[src/rtl/mmio_uart_tx.sv]
// Memory-mapped 8N1 UART transmitter: TXDATA/STATUS/BAUD register window on the
// CPU data bus, a small TX FIFO, and a four-state serialiser driving a registered tx.
module mmio_uart_tx #(
    parameter logic [15:0] BASE_ADDR    = 16'hC000,
    parameter int          FIFO_DEPTH   = 4,
    parameter logic [15:0] BAUD_DIV_RST = 16'd434
) (
    input  logic        clk,
    input  logic        rst_n,
    input  logic [15:0] addr,
    input  logic [15:0] wdata,
    input  logic        mm_we,
    input  logic        mm_re,
    output logic [15:0] rdata,
    output logic        hit,
    output logic        tx
);

    localparam int PW = $clog2(FIFO_DEPTH);
    localparam int CW = PW + 1;
    localparam logic [CW-1:0] FULL_CNT = CW'(FIFO_DEPTH);

    localparam logic [1:0] REG_TXDATA = 2'd0;
    localparam logic [1:0] REG_STATUS = 2'd1;
    localparam logic [1:0] REG_BAUD   = 2'd2;

    typedef enum logic [1:0] {
        S_IDLE,
        S_START,
        S_DATA,
        S_STOP
    } state_t;

    // ------------------------------------------------------------------
    // Register state
    // ------------------------------------------------------------------
    state_t        state_q, state_d;
    logic          tx_q, tx_d;
    logic [7:0]    shift_q, shift_d;
    logic [2:0]    bit_idx_q, bit_idx_d;
    logic [15:0]   cnt_q, cnt_d;
    logic [15:0]   bit_div_q, bit_div_d;
    logic [15:0]   baud_q, baud_d;
    logic          overflow_q, overflow_d;
    logic [PW-1:0] wr_ptr_q, wr_ptr_d;
    logic [PW-1:0] rd_ptr_q, rd_ptr_d;
    logic [CW-1:0] count_q, count_d;
    logic [7:0]    fifo_mem_q [FIFO_DEPTH];

    // ------------------------------------------------------------------
    // Bus decode
    // ------------------------------------------------------------------
    logic in_window;
    logic wr_txdata;
    logic wr_baud;
    logic rd_status;

    always_comb begin
        in_window = (addr[15:2] == BASE_ADDR[15:2]);
        wr_txdata = mm_we && in_window && (addr[1:0] == REG_TXDATA);
        wr_baud   = mm_we && in_window && (addr[1:0] == REG_BAUD);
        rd_status = mm_re && in_window && (addr[1:0] == REG_STATUS);
    end

    // ------------------------------------------------------------------
    // FIFO status and read mux
    // ------------------------------------------------------------------
    logic       fifo_full;
    logic       fifo_empty;
    logic       idle;
    logic [2:0] status_cnt;
    logic [7:0] fifo_head;

    always_comb begin
        fifo_full  = (count_q == FULL_CNT);
        fifo_empty = (count_q == '0);
        idle       = fifo_empty && (state_q == S_IDLE);
        status_cnt = 3'(count_q);
        fifo_head  = fifo_mem_q[rd_ptr_q];
    end

    always_comb begin
        hit   = mm_re && in_window;
        rdata = 16'h0000;
        if (hit) begin
            case (addr[1:0])
                REG_STATUS: rdata = {9'd0, status_cnt, 1'b0, overflow_q, fifo_full, idle};
                REG_BAUD:   rdata = baud_q;
                default:    rdata = 16'h0000;
            endcase
        end
    end

    // ------------------------------------------------------------------
    // Serialiser FSM and baud counter
    // ------------------------------------------------------------------
    logic        pop;
    logic        bit_end;
    logic [15:0] eff_div;

    always_comb begin
        // A zero divisor would never reach a bit boundary, so it runs as 1.
        eff_div = (baud_q == 16'd0) ? 16'd1 : baud_q;
        bit_end = (cnt_q == (bit_div_q - 16'd1));

        state_d   = state_q;
        tx_d      = tx_q;
        shift_d   = shift_q;
        bit_idx_d = bit_idx_q;
        cnt_d     = cnt_q;
        bit_div_d = bit_div_q;
        pop       = 1'b0;

        // The bit period is latched only at boundaries, so a BAUD write never
        // stretches or truncates the bit already on the line.
        if (state_q != S_IDLE) begin
            cnt_d = bit_end ? 16'd0 : cnt_q + 16'd1;
            if (bit_end) begin
                bit_div_d = eff_div;
            end
        end

        case (state_q)
            S_IDLE: begin
                if (!fifo_empty) begin
                    pop       = 1'b1;
                    state_d   = S_START;
                    shift_d   = fifo_head;
                    tx_d      = 1'b0;
                    cnt_d     = 16'd0;
                    bit_div_d = eff_div;
                end
            end
            S_START: begin
                if (bit_end) begin
                    state_d   = S_DATA;
                    bit_idx_d = 3'd0;
                    tx_d      = shift_q[0];
                end
            end
            S_DATA: begin
                if (bit_end) begin
                    if (bit_idx_q == 3'd7) begin
                        state_d = S_STOP;
                        tx_d    = 1'b1;
                    end else begin
                        shift_d   = shift_q >> 1;
                        bit_idx_d = bit_idx_q + 3'd1;
                        tx_d      = shift_q[1];
                    end
                end
            end
            S_STOP: begin
                if (bit_end) begin
                    if (!fifo_empty) begin
                        pop     = 1'b1;
                        state_d = S_START;
                        shift_d = fifo_head;
                        tx_d    = 1'b0;
                    end else begin
                        state_d = S_IDLE;
                        tx_d    = 1'b1;
                    end
                end
            end
            default: begin
                state_d = S_IDLE;
                tx_d    = 1'b1;
            end
        endcase
    end

    // ------------------------------------------------------------------
    // FIFO pointers, overflow flag and divisor register
    // ------------------------------------------------------------------
    logic push_ok;
    logic ovf_set;

    always_comb begin
        // A pop in the same cycle frees a slot, so a push into a full FIFO is kept.
        push_ok = wr_txdata && (!fifo_full || pop);
        ovf_set = wr_txdata && fifo_full && !pop;

        wr_ptr_d = push_ok ? wr_ptr_q + PW'(1) : wr_ptr_q;
        rd_ptr_d = pop ? rd_ptr_q + PW'(1) : rd_ptr_q;

        count_d = count_q;
        if (push_ok && !pop) begin
            count_d = count_q + CW'(1);
        end else if (!push_ok && pop) begin
            count_d = count_q - CW'(1);
        end

        overflow_d = overflow_q;
        if (rd_status) begin
            overflow_d = 1'b0;
        end
        if (ovf_set) begin
            overflow_d = 1'b1;
        end

        baud_d = wr_baud ? wdata : baud_q;
    end

    // NOTE: state registers use non-blocking assignments so every flop samples
    // the values computed before this edge, independent of block ordering.
    always_ff @(posedge clk or negedge rst_n) begin
        if (!rst_n) begin
            state_q    <= S_IDLE;
            tx_q       <= 1'b1;
            shift_q    <= 8'd0;
            bit_idx_q  <= 3'd0;
            cnt_q      <= 16'd0;
            bit_div_q  <= 16'd1;
            baud_q     <= BAUD_DIV_RST;
            overflow_q <= 1'b0;
            wr_ptr_q   <= '0;
            rd_ptr_q   <= '0;
            count_q    <= '0;
        end else begin
            state_q    <= state_d;
            tx_q       <= tx_d;
            shift_q    <= shift_d;
            bit_idx_q  <= bit_idx_d;
            cnt_q      <= cnt_d;
            bit_div_q  <= bit_div_d;
            baud_q     <= baud_d;
            overflow_q <= overflow_d;
            wr_ptr_q   <= wr_ptr_d;
            rd_ptr_q   <= rd_ptr_d;
            count_q    <= count_d;
        end
    end

    // NOTE: FIFO storage is deliberately not reset; the count and pointers gate
    // every read, so stale entries are never observed.
    always_ff @(posedge clk) begin
        if (push_ok) begin
            fifo_mem_q[wr_ptr_q] <= wdata[7:0];
        end
    end

    assign tx = tx_q;

endmodule

[config.mk]
export PLATFORM = sky130hd
export DESIGN_NAME = mmio_uart_tx
export DESIGN_NICKNAME = d
export VERILOG_FILES = /design/src/rtl/mmio_uart_tx.sv
export SDC_FILE = /design/constraint.sdc
export NUM_CORES = 1
export LEC_CHECK = 0
export BUFFER_PORTS_ARGS = -buffer_cell sky130_fd_sc_hd__buf_4
export CAP_MARGIN = 30
export CORE_AREA = 10 10 112 134
export DETAILED_ROUTE_END_ITERATION = 10
export DIE_AREA = 0 0 122 144
export PLACE_DENSITY = 0.63
export SYNTH_ARGS = -nofsm -noshare
export SYNTH_HDL_FRONTEND = slang
export SYNTH_SLANG_ARGS = --single-unit
[constraint.sdc]
create_clock -name clk -period 4.6 [get_ports clk]
set_clock_uncertainty 0.2 [all_clocks]
set_input_delay 0.23 -clock clk [delete_from_list [all_inputs] [get_ports clk]]
set_output_delay 0.23 -clock clk [all_outputs]
set_load 0.02 [all_outputs]
Yosys cells after proc, flatten, opt, wreduce, memory -nomap -nowiden
Memory sizes are Yosys's and may differ from the RTL's.
Cells that the tools add are included.
Cells by class
  muxes and demuxes: 43
  reductions and logical operators: 28
  $add $sub $neg: 7
  equality and inequality tests: 15
Operators by type and width (count)
  $mux 16: 10
  $mux 8: 4
  $pmux 16 s2: 1
  $pmux 8 s3: 1
  $add 16x1->16 const B: 1
  $eq 16x16->1: 1
  $logic_not 16->1: 1
  $sub 16x1->16 const B: 1
  $mux 3: 5
  $eq 14x14->1 const B: 1
  $mux 1: 13
  $ne 2x2->1 const B: 6
  $reduce_and 4->1: 3
  $logic_and 1x1->1: 11
  $mux 2: 5
  $pmux 2 s4: 1
  $reduce_bool 2->1: 4
  $add 3x1->3 const B: 2
  $eq 2x2->1 const B: 3
  $eq 3x3->1 const B: 2
  $pmux 3 s2: 1
  $reduce_and 5->1: 1
  $add 2x1->2 const B: 2
  $eq 2x1->1 const B: 2
  other kinds (8): 11
Word-level totals
  logic and storage cells: 105
  bits in writable memories: 32
  output and inout bits: 18
  memories kept: 1
  bits of input ports: 36
  register bits after elaboration: 70
Memories
  fifo_mem_q: depth 4, width 8, rd ports 1, clocked after memory_dff 0, wr ports 1, RTL line 48  | logic [7:0] fifo_mem_q [FIFO_DEPTH];

Logic depth before layout (Yosys ltp)
Gate-level depths: netlist of the first run.
  depth after elaboration: 10
  mapped depth: 15
  gate-level depth less buffers: 15

Worst setup path before layout of the first run
OpenSTA, ideal clock, no wires.
  path type: reg2reg
  from: reg bit_div_q[1]
  to: reg count_q[2]
  library setup time: 79 ps
  stages on the path, launching flop included: 15
  arrival time: 3704 ps
  setup slack: 617 ps
  period minus slack after synthesis: 3983 ps
  buffers on the path: 1
  required time: 4321 ps
  path through: dfrtp_1 or4_1 buf_2 or3_4 a2111oi_4 nand4_4 o41ai_4 a21boi_2 nor2_1 ha_1 inv_1 fa_1 xor2_1 nor2_1 xor2_1
Between the ends
  longest elaborated chain between the ends: 9
  elaborated cells between the ends (all ways): 12
  those cells by class: add/sub (1); eq/ne (1); mux (3); reduce/logical (7)
Ends and longest elaborated chain
  from (decl): RTL line 42  | logic [15:0] bit_div_q, bit_div_d;
  from (signal assigned): RTL line 226  | bit_div_q <= bit_div_d;
  $sub 16x1->16 (*): RTL line 104  | bit_end = (cnt_q == (bit_div_q - 16'd1));
  $eq 16x16->1 (*): RTL line 104
  $mux 1 (*): RTL line 154  | if (bit_end) begin
  $pmux 1 s2 (*): RTL line 123  | case (state_q)
  $logic_or 1x1->1 (*): RTL line 181  | push_ok = wr_txdata && (!fifo_full || pop);
  $logic_and 1x1->1 (*): RTL line 181
  net push_ok: RTL line 176  | logic push_ok;
  $logic_not 1->1: RTL line 190  | end else if (!push_ok && pop) begin
  $logic_and 1x1->1: RTL line 190
  $reduce_bool 2->1 (no line)
  to (signal assigned): RTL line 231  | count_q <= count_d;
  to (decl): RTL line 47  | logic [CW-1:0] count_q, count_d;
The timed path passes the listed nets; every way through them passes the cells marked *.
A chain may end at the register's enable or synchronous reset.

Worst setup path after layout of the first run
Same ends and word-level chain as after synthesis.

==> results of run 1 <==
==> stage by stage <==
step,instance area (um2),std cells
floorplan,5420,446
global placement,5990,652
detailed placement,5990,652
CTS,6470,685
global route,6470,685
finish,6470,685
==> per-layer routing <==
metal	global-route usage [%]	wire length, um	up-vias
met5	0	0	-
met4	5.41	194	0
met3	3.24	356	13
met2	24.6	6190	70
met1	17.5	5290	1858
li1	-	-	1770
==> tightest hold or removal path: cells and delay by family <==
family,cells,cell delay [ns]
AND/OR/NAND/NOR,2,0.29
buffers and inverters,2,0.14
AO/OA/AOI/OAI,1,0.12
==> where the power goes <==
part	internal, W	switching (W)
Clock	0.000396	0.000395
Sequential	0.00103	0.000116
Combinational	0.000463	0.000418
Total	0.00189	0.000929
==> placed cells by master, fill, tap and decap left out, types with 5 or more instances in the layout <==
master,instances
a22oi_1,6
mux2_2,34
ha_1,16
nor3b_1,7
dfstp_2,7
mux2i_1,6
inv_1,19
nor4_1,11
nor2_1,33
buf_4,59
dlygate4sd3_1,17
edfxtp_1,32
clkbuf_16,9
xnor2_1,17
dfrtp_1,63
o21ai_0,10
o31ai_1,5
mux2_1,15
mux4_2,8
and3_1,15
xor2_1,18
nor3_1,9
nor2b_1,5
nand2_1,25
or4_1,5
nand3_1,6
==> cell families (layout without fill, tap and decap cells) <==
kind of cell	Yosys count	after routing	share of synthesized area [%]
and+or+nand+nor	145	145	15.2
DFF	102	102	50.3
xor gates and xnor gates	35	35	5.66
muxes	63	63	14.6
buffers and inverters	36	111	2.73
AOI/OAI and AO/OA	48	48	7.51
adders and majority gates	17	17	4.07
==> repair_timing <==
action | in CTS | in global routing
hold endpoints to repair | 111 | 0
hold buffers | 17 | 0
setup endpoints to repair | 0 | 0
gates resized for setup | 0 | 0
==> layout make-up <==
| type | instances | area share (%) |
|---|---|---|
| tap | 164 | 3.17 |
| clock buffer | 9 | 3.48 |
| sequential | 102 | 42.1 |
| inverter | 19 | 1.10 |
| clock inverter | 7 | 1.37 |
| timing repair buffer | 76 | 9.47 |
| multi-input combinational | 308 | 39.3 |
==> worst min path at each step <==
stage,cells past startpoint,to,from,slack (ns)
3_5_place_dp,1,cnt_q[7],rst_n,0.21
6_report,5,overflow_q,mm_re,0.27
5_1_grt,1,shift_q[2],shift_q[2],0.32
2_1_floorplan,0,baud_q[0],rst_n,-0.27
4_1_cts,5,overflow_q,mm_re,0.27
3_3_place_gp,1,cnt_q[12],rst_n,0.21
==> flip-flops by register name (all words and copies together), names as in the netlist <==
name / flops
fifo_mem_q: 32
baud_q: 16
bit_div_q: 16
cnt_q: 16
shift_q: 8
bit_idx_q: 3
count_q: 3
rd_ptr_q: 2
state_q: 2
wr_ptr_q: 2
overflow_q: 1
tx: 1
==> flow_metrics.py, run 1 <==
metrics = {
    "status": {
        "status": "completed",
    },
    "yosys": {
        "syn_avg_cell_area_um2": 12.1,
        "yosysWarnings": 0,
        "synth_ff_type": "dfrtp_1",
        "synth-async-reset-ratio_pct": 68.6,
        "synth_area_leader_cell": "dfrtp_1",
        "syn_area_um2": 5420,
        "ys_seq_area_share_pct": 50.3,
        "yosysTopAreaCellShare_pct": 29.1,
        "ys_seq_elements": 102,
        "synth_most_common_cell": "dfrtp_1",
        "synth_commonest_cells": "63 x dfrtp_1, 34 x mux2_2, 33 x nor2_1",
        "yosys-top-cells-area": "dfrtp_1 29%, edfxtp_1 18%, mux2_2 7.1%",
        "syn_inst": 446,
        "synth_fp_nets": 499,
        "ys_types": 64,
        "synth_edf_count": 32,
    },
    "layout": {
        "ff_latch_area_um2": 2720,
        "synthToLayoutAreaGrowth_pct": 19.5,
        "num-nets-final": 569,
        "multi_input_area_um2": 2550,
        "postLayoutCoreUtil_pct": 52.0,
        "fillers": 1059,
        "drive_above_1_share_pct": 26.7,
        "diodes": 0,
    },
    "worst_setup_path": {
        "crit_buf_inv": 2,
        "crit_end": "count_q[2]",
        "worst-path-max-fanout": 7,
        "r2r_start": "bit_div_q[1]",
        "arrival_ns": 4.32,
        "r2r_cells": 15,
        "cp_num_cells": 15,
        "cp-start-kind": "flip-flop",
        "r2r-end": "count_q[2]",
        "max_stage_delay_ns": 0.57,
        "worstPathRequired_ns": 4.68,
        "crit_slowest_cell": "nor3b_1",
        "cp-startpoint": "bit_div_q[1]",
        "critPathTopFamily": "simple AND/OR/NAND/NOR gates",
        "crit_type": "reg2reg",
        "r2r_slack_ns": 0.36,
        "critical_path.cell_chain": "inv_1 > ha_1 > nor3b_1 > nand3_1 > nor4b_1 > o32ai_2 > o41ai_4 > a21boi_2 > nor2_1 > ha_1 > inv_1 > fa_1 > xor2_1 > nor2_1 > xor2_1",
        "end_kind": "flip-flop",
    },
    "place": {
        "port_buffers": 53,
        "dp_hpwl_um": 8660,
        "routabilityCongestion": 0.809,
        "place_ws_ns": 0.408,
    },
    "sta": {
        "worst_hold_slack_ns": 0.268,
        "slew-limit-headroom_pct": 40.7,
        "fmax_mhz": 236,
        "finalHoldViolCount": 0,
        "fin_ws_ns": 0.356,
        "maxSlewViolCount": 0,
        "setup_viol": 0,
        "timing.final.crit_period_ns": 4.24,
        "period_share_pct": 92.3,
        "fin_setup_tns_ns": 0,
        "rsz0062_at_grt": "no",
        "tightest_slew_ns": 0.889,
    },
    "power": {
        "ir_worst_vdd_mv": 0.229,
        "cellLeakagePower_nw": 2.81,
        "powerDensity_nw_per_um2": 436,
        "power.total_w": 0.00282,
    },
    "drt": {
        "drt_iter0_drc": 154,
        "postRouteAntennaNets": 0,
        "wire_per_inst_um": 17.6,
        "first_pass_iters": 4,
        "vias_per_cell": 5.42,
        "wirelength_um": 12000,
        "num_vias": 3711,
        "drc_errors": 0,
    },
    "clocking": {
        "cts_tree": "built",
        "cts-htree-levels": 3,
        "clk_latency_ns": 0.36,
        "clk_path_buf_depth": 2,
        "cts_root_buffer": "clkbuf_16",
        "clock-sinks": 102,
        "cts_setup_buffers": 0,
        "clk_pin_slew_ns": 0.08,
        "cts_buffers": 9,
    },
    "floorplan": {
        "die_w_um": 122,
        "core_um2": 12400,
        "initial_core_util_pct": 43.5,
        "design.portCount": 54,
        "rows": 45,
        "die_area_um2": 17600,
        "die_y_um": 144,
    },
    "global_routing": {
        "antenna_found_initial": 0,
        "grt_pass1_vias": 3924,
        "grt_first_pass_wirelength_um": 20100,
        "grt_max_degree": 71,
        "grt_usage_pct": 14.5,
        "grt-ovfl-total": 0,
    },
    "job": {
        "max_cap_violations": 0,
    },
    "min_path": {
        "hp-class": "in2reg",
    },
}
(Power assumes the default switching activity.)
==> run 2, diff against run 1 <==
CORE_AREA = 10 10 99 118   (was 10 10 112 134)
DIE_AREA = 0 0 109 128   (was 0 0 122 144)
PLACE_DENSITY = 0.79   (was 0.63)
==> run 2 against run 1 <==
Via count increased by 1.6%; maximum frequency is 0.71% higher; combinational power barely moved; clock-buffer cell count unchanged; total power shrank 0.46%; cell area is 0.37% lower; sequential power is essentially flat; first-iteration DRC count rose by 8.4%; cell count decreased by 5.4%; register-to-register slack gained 0.03 ns; sequential share of layout area up 0.16 points.
==> flow_metrics.py, run 2 (synthesized netlist as in run 1, its figures left out) <==
metrics = {
    "status": {
        "status": "completed",
    },
    "sta": {
        "rsz0062_at_grt": "no",
        "slew-limit-headroom_pct": 40.5,
        "period_share_pct": 91.6,
        "tightest_slew_ns": 0.886,
        "maxSlewViolCount": 0,
        "finalHoldViolCount": 0,
        "fmax_mhz": 237,
        "setup_viol": 0,
        "fin_setup_tns_ns": 0,
        "timing.final.crit_period_ns": 4.21,
    },
    "worst_setup_path": {
        "crit_type": "reg2reg",
        "r2r_slack_ns": 0.39,
        "max_stage_delay_ns": 0.64,
        "critical_path.cell_chain": "nor4_1 > nand3_1 > nor4b_1 > o32ai_2 > o41ai_4 > a21boi_2 > nor2_1 > ha_1 > inv_1 > fa_1 > xor2_1 > nor2_1 > xor2_1",
        "crit_slowest_cell": "nor4b_1",
        "end_kind": "flip-flop",
        "arrival_ns": 4.29,
        "worstPathRequired_ns": 4.67,
        "worst-path-max-fanout": 11,
        "cp-start-kind": "flip-flop",
    },
    "clocking": {
        "clk_pin_slew_ns": 0.08,
        "cts_root_buffer": "clkbuf_16",
        "cts_buffers": 9,
        "clk_path_buf_depth": 2,
        "cts-htree-levels": 3,
        "cts_tree": "built",
        "clk_latency_ns": 0.35,
        "post_cts_resized": 0,
        "clock-sinks": 102,
        "cts_setup_buffers": 0,
    },
    "layout": {
        "diodes": 0,
        "multi_input_area_um2": 2550,
        "ff_latch_area_um2": 2720,
        "postLayoutCoreUtil_pct": 68.5,
        "fillers": 648,
        "largest_register_ffs": 32,
        "synthToLayoutAreaGrowth_pct": 19.1,
        "final_cell_mix": "63 x dfrtp_1, 63 x buf_4, 34 x mux2_2",
        "drive_above_1_share_pct": 27.2,
        "num-nets-final": 573,
        "regMostFlops": "fifo_mem_q",
    },
    "power": {
        "power.total_w": 0.00281,
        "powerDensity_nw_per_um2": 435,
        "ir_worst_vdd_mv": 0.307,
        "cellLeakagePower_nw": 2.83,
    },
    "global_routing": {
        "grt_pass1_vias": 3836,
        "antenna_found_initial": 0,
        "grt_usage_pct": 17.5,
        "grt-ovfl-total": 0,
        "grt_max_degree": 71,
        "grt_first_pass_wirelength_um": 19300,
    },
    "min_path": {
        "hp-class": "in2reg",
    },
    "place": {
        "routabilityCongestion": 0.907,
        "dp_hpwl_um": 8440,
        "port_buffers": 53,
    },
    "job": {
        "max_cap_violations": 0,
    },
    "floorplan": {
        "initial_core_util_pct": 57.5,
        "rows": 39,
        "die_y_um": 128,
        "core_um2": 9420,
        "design.portCount": 54,
        "die_w_um": 109,
        "die_area_um2": 14000,
    },
    "drt": {
        "vias_per_cell": 5.82,
        "postRouteAntennaNets": 0,
        "drc_errors": 0,
        "drt_iter0_drc": 167,
        "first_pass_iters": 4,
        "wirelength_um": 11800,
        "num_vias": 3770,
        "wire_per_inst_um": 18.2,
    },
}
## run 2: layout make-up
class | count | area share [%]
Tap cell | 123 | 2.39
Multi-Input combinational cell | 308 | 39.5
Sequential cell | 102 | 42.2
Timing Repair Buffer | 80 | 9.97
Inverter | 19 | 1.11
Clock inverter | 7 | 1.34
Clock buffer | 9 | 3.49
## run 2: worst max-delay path, delay by kind of cell, from the launching register on
family,cells,cell delay [ns]
xor gates and xnor gates,2,0.33
AOI/OAI and AO/OA,3,0.83
and+or+nand+nor,5,1.69
buffers and inverters,1,0.06
DFF,1,0.48
adders and majority gates,2,0.57
## run 2: what timing repair did
action,in CTS,in global routing
hold buffers,17,0
endpoints found under the hold margin,111,0
setup endpoints to repair,0,0
## run 2: worst paths after layout
path	cells past startpoint	endpoint	startpoint
setup / recovery	13	count_q[2]	bit_div_q[4]
hold / removal	5	overflow_q	mm_re
setup reg to reg	13	count_q[2]	bit_div_q[4]
hold reg to reg	1	shift_q[2]	shift_q[2]
max in group asynchronous	2	shift_q[0]	rst_n
min in group asynchronous	2	cnt_q[14]	rst_n
## run 2: per-stage QoR
step                      cells  instance area, um2  hold slack [ns]  setup WS (ns)
after floorplan             446                5420           -0.266          0.617
after global placement      615                5970            0.191          0.508
after detailed placement    615                5970            0.199          0.409
after CTS                   648                6450            0.269          0.384
after global routing        648                6450            0.324         0.0989
final                       648                6450            0.275          0.386
## run 2: routing by layer
layer | track usage [%] | share of wire [%] | vias up
li1 | - | - | 1785
met1 | 21.5 | 43 | 1855
met2 | 28.6 | 50 | 103
met3 | 3.77 | 4.1 | 27
met4 | 8.00 | 3.2 | 0
met5 | 0 | 0 | -
## run 2: power breakdown
part	switching (W)	internal [W]
clock	0.000378	0.000396
combinational	0.000420	0.000465
sequential	0.000115	0.00103
total	0.000913	0.00189
==> run 3, diff against run 2 <==
CAP_MARGIN = default   (was 30)
CORE_AREA = 10 10 126 94   (was 10 10 99 118)
DIE_AREA = 0 0 136 104   (was 0 0 109 128)
==> run 3 against run 2 <==
Register-to-register slack got worse by 0.19 ns; maximum frequency decreased by 4.4%; sequential cell count did not move; worst setup slack lost 0.19 ns; via count up 0.77%; total power increased by 0.95%; worst hold slack improved by 0.018 ns; routed wire length rose by 4.8%; global-route usage up 0.34 points.
==> flow_metrics.py, run 3 (synthesized netlist as in run 1, its figures left out) <==
metrics = {
    "clocking": {
        "cts_root_buffer": "clkbuf_16",
        "clk_pin_slew_ns": 0.07,
        "cts-htree-levels": 3,
        "cts_buffers": 9,
        "clk_path_buf_depth": 2,
        "clock-sinks": 102,
        "cts-hold-fix-buffers": 17,
        "clk_latency_ns": 0.35,
        "cts_setup_buffers": 0,
        "cts_tree": "built",
        "post_cts_resized": 0,
    },
    "layout": {
        "synthToLayoutAreaGrowth_pct": 18.6,
        "ff_latch_area_um2": 2720,
        "diodes": 0,
        "regMostFlops": "fifo_mem_q",
        "drive_above_1_share_pct": 26.5,
        "num-nets-final": 569,
        "mostFrequentLayoutCell": "dfrtp_1",
        "final_cell_mix": "63 x dfrtp_1, 59 x buf_4, 34 x mux2_2",
        "multi_input_area_um2": 2550,
        "fillers": 645,
        "largest_register_ffs": 32,
    },
    "drt": {
        "wirelength_um": 12400,
        "drt_iter0_drc": 270,
        "vias_per_cell": 5.85,
        "first_pass_iters": 4,
        "drc_errors": 0,
        "num_vias": 3799,
        "wire_per_inst_um": 19.1,
        "postRouteAntennaNets": 0,
    },
    "worst_setup_path": {
        "arrival_ns": 4.47,
        "critPathTopFamily": "simple AND/OR/NAND/NOR gates",
        "r2r-end": "count_q[2]",
        "crit_type": "reg2reg",
        "crit_buf_inv": 2,
        "end_kind": "flip-flop",
        "max_stage_delay_ns": 0.61,
        "r2r_cells": 15,
        "worstPathRequired_ns": 4.66,
        "cp-start-kind": "flip-flop",
        "critical_path.cell_chain": "inv_1 > ha_1 > nor3b_1 > nand3_1 > nor4b_1 > o32ai_2 > o41ai_4 > a21boi_2 > nor2_1 > ha_1 > inv_1 > fa_1 > xor2_1 > nor2_1 > xor2_1",
        "worst-path-max-fanout": 7,
        "r2r_start": "bit_div_q[1]",
        "crit_slowest_cell": "nor3b_1",
        "r2r_slack_ns": 0.19,
    },
    "sta": {
        "finalHoldViolCount": 0,
        "tightest_slew_ns": 0.975,
        "slew-limit-headroom_pct": 34.5,
        "fin_setup_tns_ns": 0,
        "fmax_mhz": 227,
        "period_share_pct": 95.8,
        "rsz0062_at_grt": "no",
        "maxSlewViolCount": 0,
        "worst_hold_slack_ns": 0.293,
        "timing.final.crit_period_ns": 4.41,
        "setup_viol": 0,
    },
    "floorplan": {
        "core_um2": 9420,
        "die_area_um2": 14100,
        "die_y_um": 104,
        "initial_core_util_pct": 57.5,
        "design.portCount": 54,
        "die_w_um": 136,
        "rows": 30,
    },
    "power": {
        "cellLeakagePower_nw": 2.80,
        "power.total_w": 0.00283,
        "powerDensity_nw_per_um2": 441,
        "ir_worst_vdd_mv": 0.367,
    },
    "place": {
        "routabilityCongestion": 0.847,
        "port_buffers": 53,
        "dp_hpwl_um": 8530,
    },
    "global_routing": {
        "antenna_found_initial": 0,
        "grt_pass1_vias": 3890,
        "grt_first_pass_wirelength_um": 20400,
        "grt-ovfl-total": 0,
        "grt_max_degree": 71,
        "grt_usage_pct": 17.8,
    },
    "min_path": {
        "hp-start": "mm_re",
        "hp-class": "in2reg",
        "whs_path_depth": 5,
        "min_to": "overflow_q",
    },
    "job": {
        "max_cap_violations": 0,
    },
    "status": {
        "status": "completed",
    },
}
==> run 3: cell type report <==
class	instances	share of cell area, %
clock buffers	10	3.57
clock inverters	6	1.25
inverters	19	1.11
multi-input cells	308	39.7
flip-flops and latches	102	42.4
well taps	128	2.49
repair buffers	76	9.55
==> run 3: routing by layer <==
metal / GRT usage, % / wire length (um) / vias up
li1: - / - / 1773
met1: 24.7 / 5670 / 1894
met2: 26.8 / 5710 / 119
met3: 4.92 / 832 / 13
met4: 4.70 / 163 / 0
met5: 0 / 0 / -
==> run 3: worst register-to-register path: cells and delay by family, from the launching register on <==
kind / cells / cell delay (ns)
adders and majority gates: 3 / 0.79
and+or+nand+nor: 5 / 1.67
DFF: 1 / 0.43
buffers and inverters: 2 / 0.16
AOI/OAI and AO/OA: 3 / 0.74
xor gates and xnor gates: 2 / 0.35
==> run 3: report_power, final <==
part	switching, W	leakage (nW)	total, W	internal (W)
sequential	0.000123	1.20	0.00115	0.00103
clock	0.000343	0.146	0.000774	0.000431
combinational	0.000439	1.45	0.000904	0.000465
==> run 3: worst max path at each step <==
stage | from | endpoint | slack, ns | cells past startpoint
after global routing | bit_div_q[1] | count_q[2] | 0.02 | 15
after global placement | bit_div_q[1] | count_q[2] | 0.52 | 13
after CTS | bit_div_q[0] | count_q[2] | 0.32 | 15
after floorplan | bit_div_q[1] | count_q[2] | 0.62 | 14
final | bit_div_q[1] | count_q[2] | 0.19 | 15
after detailed placement | bit_div_q[1] | count_q[2] | 0.43 | 15
==> run 3: metrics by stage <==
stage / setup WS, ns / util, % / instances / cell area [um2]
global placement: 0.518 / 63.1 / 616 / 5940
finish: 0.192 / 68.2 / 649 / 6420
global route: 0.0189 / 68.2 / 649 / 6420
CTS: 0.316 / 68.2 / 649 / 6420
detailed placement: 0.427 / 63.1 / 616 / 5940
floorplan: 0.617 / - / 446 / 5420
